File: src/rtl/hilo_muldiv_if.sv
// Request/response bundle between the EX-stage issue logic and the HI/LO mul/div unit.
interface hilo_muldiv_if #(
  parameter int WIDTH = 32
);
  logic             start;
  logic [3:0]       op;
  logic [WIDTH-1:0] a;
  logic [WIDTH-1:0] b;
  logic             abort;
  logic             busy;
  logic             done;
  logic             div_zero;
  logic [WIDTH-1:0] hi;
  logic [WIDTH-1:0] lo;

  modport master (
    output start, op, a, b, abort,
    input  busy, done, div_zero, hi, lo
  );

  modport slave (
    input  start, op, a, b, abort,
    output busy, done, div_zero, hi, lo
  );
endinterface

File: src/rtl/hilo_muldiv_unit.sv
// Iterative multiply / divide / multiply-accumulate unit owning the HI/LO pair.
// One shift-add or restoring shift-subtract step per clock, sign fix-up at the end.
//
// state  | meaning
// S_IDLE | waiting for a request; MTHI/MTLO complete here in one edge
// S_RUN  | WIDTH iteration steps on the magnitudes
// S_FIX  | sign correction, accumulate, commit HI/LO, pulse done
module hilo_muldiv_unit #(
  parameter int WIDTH = 32,
  parameter int CNT_W = 6
) (
  input  logic         clk,
  input  logic         rst_n,
  hilo_muldiv_if.slave bus
);

  typedef enum logic [1:0] {S_IDLE, S_RUN, S_FIX} state_t;

  localparam logic [1:0] K_MUL  = 2'd0;
  localparam logic [1:0] K_DIV  = 2'd1;
  localparam logic [1:0] K_MADD = 2'd2;
  localparam logic [1:0] K_MSUB = 2'd3;
  localparam logic [CNT_W-1:0] CNT_LAST = CNT_W'(WIDTH - 1);

  state_t           state_q, state_d;
  logic [CNT_W-1:0] cnt_q, cnt_d;
  logic [1:0]       kind_q, kind_d;
  logic [WIDTH-1:0] oper_q, oper_d;
  logic [WIDTH-1:0] work_hi_q, work_hi_d;
  logic [WIDTH-1:0] work_lo_q, work_lo_d;
  logic             neg_res_q, neg_res_d;
  logic             neg_rem_q, neg_rem_d;
  logic [WIDTH-1:0] hi_q, hi_d;
  logic [WIDTH-1:0] lo_q, lo_d;
  logic             done_q, done_d;
  logic             div_zero_q, div_zero_d;

  // Operand magnitudes at accept; unsigned ops (odd codes) never negate.
  logic             sign_a, sign_b;
  logic [WIDTH-1:0] abs_a, abs_b;

  assign sign_a = !bus.op[0] && bus.a[WIDTH-1];
  assign sign_b = !bus.op[0] && bus.b[WIDTH-1];
  assign abs_a  = sign_a ? -bus.a : bus.a;
  assign abs_b  = sign_b ? -bus.b : bus.b;

  // Multiply step: {work_hi, work_lo} is the partial product with the multiplier
  // shifting out of work_lo's bottom bit.
  logic [WIDTH-1:0] mul_addend;
  logic [WIDTH:0]   mul_sum;

  assign mul_addend = work_lo_q[0] ? oper_q : '0;
  assign mul_sum    = {1'b0, work_hi_q} + {1'b0, mul_addend};

  // Divide step: work_hi is the partial remainder, work_lo shifts dividend out / quotient in.
  logic [WIDTH:0] div_shift;
  logic [WIDTH:0] div_diff;
  logic           div_ge;

  assign div_shift = {work_hi_q, work_lo_q[WIDTH-1]};
  assign div_diff  = div_shift - {1'b0, oper_q};
  assign div_ge    = div_shift >= {1'b0, oper_q};

  // Fix-up values. A zero divisor leaves the remainder equal to |A|, so the
  // remainder sign fix-up also restores the original A for HI.
  logic [2*WIDTH-1:0] prod_mag, prod_fix, acc;
  logic [WIDTH-1:0]   quo_fix, rem_fix;

  assign prod_mag = {work_hi_q, work_lo_q};
  assign prod_fix = neg_res_q ? -prod_mag : prod_mag;
  assign acc      = {hi_q, lo_q};
  assign quo_fix  = neg_res_q ? -work_lo_q : work_lo_q;
  assign rem_fix  = neg_rem_q ? -work_hi_q : work_hi_q;

  always_comb begin
    state_d    = state_q;
    cnt_d      = cnt_q;
    kind_d     = kind_q;
    oper_d     = oper_q;
    work_hi_d  = work_hi_q;
    work_lo_d  = work_lo_q;
    neg_res_d  = neg_res_q;
    neg_rem_d  = neg_rem_q;
    hi_d       = hi_q;
    lo_d       = lo_q;
    done_d     = 1'b0;
    div_zero_d = div_zero_q;

    unique case (state_q)
      S_IDLE: begin
        if (bus.start && !bus.abort) begin
          if (!bus.op[3]) begin
            state_d    = S_RUN;
            cnt_d      = '0;
            kind_d     = bus.op[2:1];
            div_zero_d = 1'b0;
            neg_res_d  = sign_a ^ sign_b;
            neg_rem_d  = sign_a;
            work_hi_d  = '0;
            if (bus.op[2:1] == K_DIV) begin
              oper_d    = abs_b;
              work_lo_d = abs_a;
            end else begin
              oper_d    = abs_a;
              work_lo_d = abs_b;
            end
          end else if (bus.op[2:1] == 2'b00) begin
            if (bus.op[0]) lo_d = bus.a;
            else           hi_d = bus.a;
            done_d     = 1'b1;
            div_zero_d = 1'b0;
          end
        end
      end

      S_RUN: begin
        if (bus.abort) begin
          state_d = S_IDLE;
        end else begin
          if (kind_q == K_DIV) begin
            work_hi_d = div_ge ? div_diff[WIDTH-1:0] : div_shift[WIDTH-1:0];
            work_lo_d = {work_lo_q[WIDTH-2:0], div_ge};
          end else begin
            work_hi_d = mul_sum[WIDTH:1];
            work_lo_d = {mul_sum[0], work_lo_q[WIDTH-1:1]};
          end
          cnt_d = cnt_q + CNT_W'(1);
          if (cnt_q == CNT_LAST) state_d = S_FIX;
        end
      end

      S_FIX: begin
        state_d = S_IDLE;
        if (!bus.abort) begin
          done_d = 1'b1;
          unique case (kind_q)
            K_DIV: begin
              hi_d = rem_fix;
              if (oper_q == '0) begin
                lo_d       = '1;
                div_zero_d = 1'b1;
              end else begin
                lo_d = quo_fix;
              end
            end
            K_MADD:  {hi_d, lo_d} = acc + prod_fix;
            K_MSUB:  {hi_d, lo_d} = acc - prod_fix;
            default: {hi_d, lo_d} = prod_fix;
          endcase
        end
      end

      default: state_d = S_IDLE;
    endcase
  end

  always_ff @(posedge clk or negedge rst_n) begin
    if (!rst_n) begin
      state_q    <= S_IDLE;
      cnt_q      <= '0;
      kind_q     <= K_MUL;
      oper_q     <= '0;
      work_hi_q  <= '0;
      work_lo_q  <= '0;
      neg_res_q  <= 1'b0;
      neg_rem_q  <= 1'b0;
      hi_q       <= '0;
      lo_q       <= '0;
      done_q     <= 1'b0;
      div_zero_q <= 1'b0;
    end else begin
      state_q    <= state_d;
      cnt_q      <= cnt_d;
      kind_q     <= kind_d;
      oper_q     <= oper_d;
      work_hi_q  <= work_hi_d;
      work_lo_q  <= work_lo_d;
      neg_res_q  <= neg_res_d;
      neg_rem_q  <= neg_rem_d;
      hi_q       <= hi_d;
      lo_q       <= lo_d;
      done_q     <= done_d;
      div_zero_q <= div_zero_d;
    end
  end

  assign bus.busy     = (state_q != S_IDLE);
  assign bus.done     = done_q;
  assign bus.div_zero = div_zero_q;
  assign bus.hi       = hi_q;
  assign bus.lo       = lo_q;

endmodule

File: src/flat_wrapper.sv
// flat-port wrapper written by rule: the top's interface ports become plain ports
module hilo_muldiv_unit_flat 
#(
  parameter int WIDTH = 32,
  parameter int CNT_W = 6
)
  (clk, rst_n, bus_start, bus_op, bus_a, bus_b, bus_abort, bus_busy, bus_done, bus_div_zero, bus_hi, bus_lo);
  hilo_muldiv_if #(.WIDTH(WIDTH)) bus_i ();
  input  logic clk;
  input  logic rst_n;
  input wire logic [$bits(bus_i.start)-1:0] bus_start;
  input wire logic [$bits(bus_i.op)-1:0] bus_op;
  input wire logic [$bits(bus_i.a)-1:0] bus_a;
  input wire logic [$bits(bus_i.b)-1:0] bus_b;
  input wire logic [$bits(bus_i.abort)-1:0] bus_abort;
  output wire logic [$bits(bus_i.busy)-1:0] bus_busy;
  output wire logic [$bits(bus_i.done)-1:0] bus_done;
  output wire logic [$bits(bus_i.div_zero)-1:0] bus_div_zero;
  output wire logic [$bits(bus_i.hi)-1:0] bus_hi;
  output wire logic [$bits(bus_i.lo)-1:0] bus_lo;
  assign bus_i.start = bus_start;
  assign bus_i.op = bus_op;
  assign bus_i.a = bus_a;
  assign bus_i.b = bus_b;
  assign bus_i.abort = bus_abort;
  assign bus_busy = bus_i.busy;
  assign bus_done = bus_i.done;
  assign bus_div_zero = bus_i.div_zero;
  assign bus_hi = bus_i.hi;
  assign bus_lo = bus_i.lo;
  hilo_muldiv_unit #(.WIDTH(WIDTH), .CNT_W(CNT_W)) u_core (.clk(clk), .rst_n(rst_n), .bus(bus_i));
endmodule
File: config.mk
export PLATFORM = sky130hd
export DESIGN_NAME = hilo_muldiv_unit_flat
export DESIGN_NICKNAME = d
export VERILOG_FILES = /design/src/rtl/hilo_muldiv_if.sv /design/src/rtl/hilo_muldiv_unit.sv /design/src/flat_wrapper.sv
export SDC_FILE = /design/constraint.sdc
export NUM_CORES = 1
export LEC_CHECK = 0
export ABC_AREA = 1
export BUFFER_PORTS_ARGS = -buffer_cell sky130_fd_sc_hd__buf_2
export CAP_MARGIN = 5
export CORE_ASPECT_RATIO = 2
export CORE_MARGIN = 3
export CORE_UTILIZATION = 65
export DETAILED_ROUTE_END_ITERATION = 6
export PLACE_DENSITY = 0.84
export SYNTH_ARGS = -nofsm -noshare
export SYNTH_HDL_FRONTEND = slang
export SYNTH_SLANG_ARGS = --single-unit
File: constraint.sdc
create_clock -name clk -period 8.2 [get_ports clk]
set_input_delay 0.41 -clock clk [delete_from_list [all_inputs] [get_ports clk]]
set_output_delay 0.41 -clock clk [all_outputs]
set_load 0.03 [all_outputs]
==> impl_metrics.json, run 1 <==
{
  "cts_made_buffers": 17,
  "ys_ff_latch": 174,
  "cts_max_level": 4,
  "ys_types": 64,
  "synth_area_mm2": 0.0299,
  "grt_max_degree": 81,
  "start_util": 0.661,
  "grt_pass1_vias": 41800,
  "cts_resized": 0,
  "error_line": "[ERROR GRT-0116] Global routing finished with congestion. Check the congestion regions in the DRC Viewer.",
  "clock_sinks": 174,
  "synth.avg_cell_area_um2": 5.52,
  "root_buffer": "clkbuf_16",
  "synth_edf_count": 0,
  "async_flop_share": 1.00,
  "yosysSeqAreaShare": 0.145,
  "grt_pass1_wl_um": 274000,
  "clk_path_buf_depth": 2,
  "place_ws_ns": 3.42,
  "yosysWarningCount": 0,
  "num_rows": 110,
  "io_pins": 139,
  "gp_congestion": 1.25,
  "ys.flop_type": "dfrtp_1",
  "portBuffers": 138,
  "syn_nets": 5707,
  "place_hpwl_um": 121000,
  "die_w_um": 158,
  "die_y_um": 310,
  "synthCells": 5428,
  "status": "stopped before the end",
  "grt_remaining_overflow": 237,
  "track_usage": 0.731,
  "failed_stage": "global routing"
}
synthesized netlist by cell type (9+ instances only):
cell / instances / area [um2]
nor2_1: 701 / 2630
o211ai_1: 51 / 383
inv_1: 880 / 3300
or2_2: 20 / 125
a21o_1: 11 / 82.6
ha_1: 203 / 2540
nand2_2: 12 / 75.1
nor3_1: 66 / 330
nand4_1: 58 / 363
o21ai_1: 23 / 115
nand2_1: 1429 / 5360
a2bb2oi_1: 14 / 123
nand3b_1: 17 / 128
xnor2_1: 20 / 175
o21ai_0: 395 / 1980
xor2_1: 111 / 972
clkbuf_1: 89 / 334
a31oi_1: 14 / 87.6
nor3_2: 9 / 90.1
a21oi_1: 411 / 2060
a21boi_0: 13 / 97.6
nand3_1: 423 / 2120
a22oi_1: 13 / 97.6
buf_2: 50 / 250
o2111ai_1: 10 / 87.6
dfrtp_1: 174 / 4350
nor2_2: 16 / 100
o22ai_1: 17 / 106
o21bai_1: 35 / 263
nor4_1: 24 / 150
routing by layer:
layer | global-route usage | GRT overflow
met3 | 0.536 | 2
met4 | 0.771 | 106
met2 | 0.913 | 129
met1 | 0.727 | 0
met5 | 0.154 | 0
cells by family after synthesis:
logic type	Yosys count	share of synthesized area
XOR/XNOR	136	0.0410
adder cells (fa/ha/maj)	207	0.0875
buffers and inverters	1055	0.137
AO/OA/AOI/OAI	1049	0.195
flip-flops	174	0.145
AND/OR/NAND/NOR	2807	0.394
through the flow:
step                area (um2)  instances
floorplan                29900       5428
global placement         30800       5985
detailed placement       30800       5985
CTS                      31400       6018
what timing repair did:
item                                   in CTS
setup buffers                               0
setup endpoints to repair                   0
endpoints found under the hold margin       3
hold buffers                                1
==> run 2, diff against run 1 <==
CORE_ASPECT_RATIO = default   (was 2)
CORE_UTILIZATION = 40   (was 65)
PLACE_DENSITY = default   (was 0.84)
PLACE_DENSITY_LB_ADDON = 0.15   (was default)
==> impl_metrics.json, run 2 <==
{
  "ant_nets": 0,
  "worstPathMaxFanout": 8,
  "ys.flop_type": "dfrtp_1",
  "grt_max_degree": 99,
  "synthToLayoutAreaGrowth_pct": 6.67,
  "hp-class": "in -> reg",
  "die_area_mm2": 0.0782,
  "netlist.area_leader.share": 0.179,
  "syn_nets": 5707,
  "drt_iter0_markers": 4072,
  "ys_types": 64,
  "r2r_start": "u_core.work_hi_q[0]",
  "track_usage": 0.396,
  "yosys-top-cells-count": "1429 x nand2_1, 880 x inv_1, 701 x nor2_1",
  "whs_ns": 0.169,
  "synth_edf_count": 0,
  "routed_wl_um": 158000,
  "cts_setup_buffers": 0,
  "finClkSkew_ns": 0.0245,
  "path_class": "reg -> reg",
  "root_buffer": "clkbuf_16",
  "antenna_found_initial": 5,
  "cp.required_ns": 8.59,
  "core_mm2": 0.0736,
  "ys_ff_latch": 174,
  "place_area_mm2": 0.0313,
  "wire_per_inst_um": 24.6,
  "relSlewSlack": 0.300,
  "num_rows": 99,
  "fin_nets": 5725,
  "cts_max_level": 4,
  "cp-end-kind": "flop",
  "grt_pass1_vias": 34600,
  "status": "finished clean",
  "hold_path_depth": 3,
  "fillers": 8442,
  "fin_tns_setup_ns": 0,
  "slew_violations": 0,
  "place_hpwl_um": 131000,
  "clock_sinks": 174,
  "die_w_um": 280,
  "final_cell_mix": "1429 x nand2_1, 877 x inv_1, 696 x nor2_1, 423 x nand3_1, 411 x a21oi_1",
  "arrival_ns": 5.63,
  "clk_pin_slew_ns": 0.08,
  "period_needed_ns": 5.25,
  "cts_made_buffers": 17,
  "clkLatencyLatePin_ns": 0.53,
  "yosysWarningCount": 0,
  "fin_util": 0.434,
  "max_freq_ghz": 0.191,
  "cts_tree": "yes",
  "layout.cells.most_common": "nand2_1",
  "vias": 36600,
  "yosysMostFrequentCell": "nand2_1",
  "async_flop_share": 1.00,
  "synthTopCellsByArea": "nand2_1 18%, dfrtp_1 15%, inv_1 11%, nor2_1 8.8%, ha_1 8.5%",
  "hold_viol_final": 0,
  "die_y_um": 280,
  "grt_pass1_wl_um": 227000,
  "synth.largest_area_cell": "nand2_1",
  "fin_crit_sh": 0.640,
  "vias_per_cell": 5.71,
  "synth_area_mm2": 0.0299,
  "reg2reg_to": "u_core.bus.hi[23]",
  "start_util": 0.407,
  "r2r_cells": 23,
  "drc": 0,
  "setup_viol": 0,
  "startpoint_type": "flop",
  "min_from": "bus_op[2]",
  "portBuffers": 138,
  "rsz0062_at_grt": "no",
  "firstDrtPassIters": 6,
  "final_area_mm2": 0.0319,
  "yosysSeqAreaShare": 0.145,
  "clk_path_buf_depth": 2,
  "synth.avg_cell_area_um2": 5.52,
  "grt_remaining_overflow": 0,
  "maxCapViolCount": 0,
  "r2r_setup_slack_ns": 2.95,
  "tightest_slew_ns": 1.04,
  "io_pins": 139,
  "gp_congestion": 1.08,
  "synthCells": 5428,
  "holdPathEnd": "u_core.kind_q[1]",
  "drive_gt1_frac": 0.0566
}
run 2: worst max-delay path by stage:
stage / from / to / slack [ns]
final: u_core.work_hi_q[0] / u_core.bus.hi[23] / 2.95
after global routing: u_core.work_hi_q[0] / u_core.bus.hi[23] / 2.79
after CTS: u_core.work_hi_q[0] / u_core.bus.hi[23] / 3.17
after detailed placement: u_core.work_hi_q[0] / u_core.bus.hi[23] / 3.19
after global placement: u_core.work_hi_q[0] / u_core.bus.hi[23] / 3.18
after floorplan: u_core.work_hi_q[1] / u_core.bus.hi[19] / 4.79
run 2: logic make-up after synthesis:
| kind of cell | Yosys count | synth area share |
|---|---|---|
| AOI/OAI and AO/OA | 1049 | 0.195 |
| adders and majority gates | 207 | 0.0875 |
| buffers and inverters | 1055 | 0.137 |
| xor gates and xnor gates | 136 | 0.0410 |
| DFF | 174 | 0.145 |
| and+or+nand+nor | 2807 | 0.394 |
run 2: routing by layer:
layer | wire length, um | up-vias | part of all wire | track usage
met5 | 13 | - | 0.000082 | 0
met4 | 11400 | 2 | 0.072 | 0.244
met3 | 14600 | 343 | 0.092 | 0.0701
met2 | 66700 | 1884 | 0.42 | 0.607
met1 | 65400 | 16900 | 0.41 | 0.517
li1 | - | 17500 | - | -
run 2: area by class of cell:
| class | instances | area [um2] | area share |
|---|---|---|---|
| tap | 959 | 1200 | 0.0376 |
| multi-input combinational | 4199 | 21500 | 0.674 |
| sequential | 174 | 4360 | 0.136 |
| inverter | 889 | 3340 | 0.105 |
| antenna | 1 | 2.50 | 0.0000783 |
| clock buffer | 18 | 429 | 0.0134 |
| clock inverter | 14 | 171 | 0.00537 |
| timing repair buffer | 165 | 917 | 0.0287 |
run 2: critical path: stages, from the launching register on:
cell	delay [ns]
dfrtp_1	0.52
inv_1	0.20
ha_1	0.24
nand2_1	0.11
nor2_1	0.30
nand2_1	0.15
nor3_1	0.44
xor2_1	0.19
nand2_1	0.06
o21ai_0	0.33
inv_1	0.18
ha_1	0.42
nand2_1	0.11
nand2_1	0.10
a21oi_1	0.30
nand2_1	0.24
a21oi_1	0.44
nor2_1	0.08
nor2_1	0.16
nand3_1	0.10
nand3_1	0.09
nand3_1	0.19
nand2_1	0.15
a21oi_2	0.05
run 2: stage by stage:
stage	cells	setup slack, ns
after global placement	6385	3.18
final	6419	2.95
after CTS	6418	3.17
after detailed placement	6385	3.19
after floorplan	5428	4.79
after global routing	6418	2.79
run 2: repair_timing:
action / CTS / global route
hold endpoints to repair: 16 / 0
hold buffers: 1 / 0
resized for setup: 0 / 0
Power of run 2 is left out: the tool's default activity adds up to more than one toggle a clock period on the data nets, which glitch-free logic cannot reach.
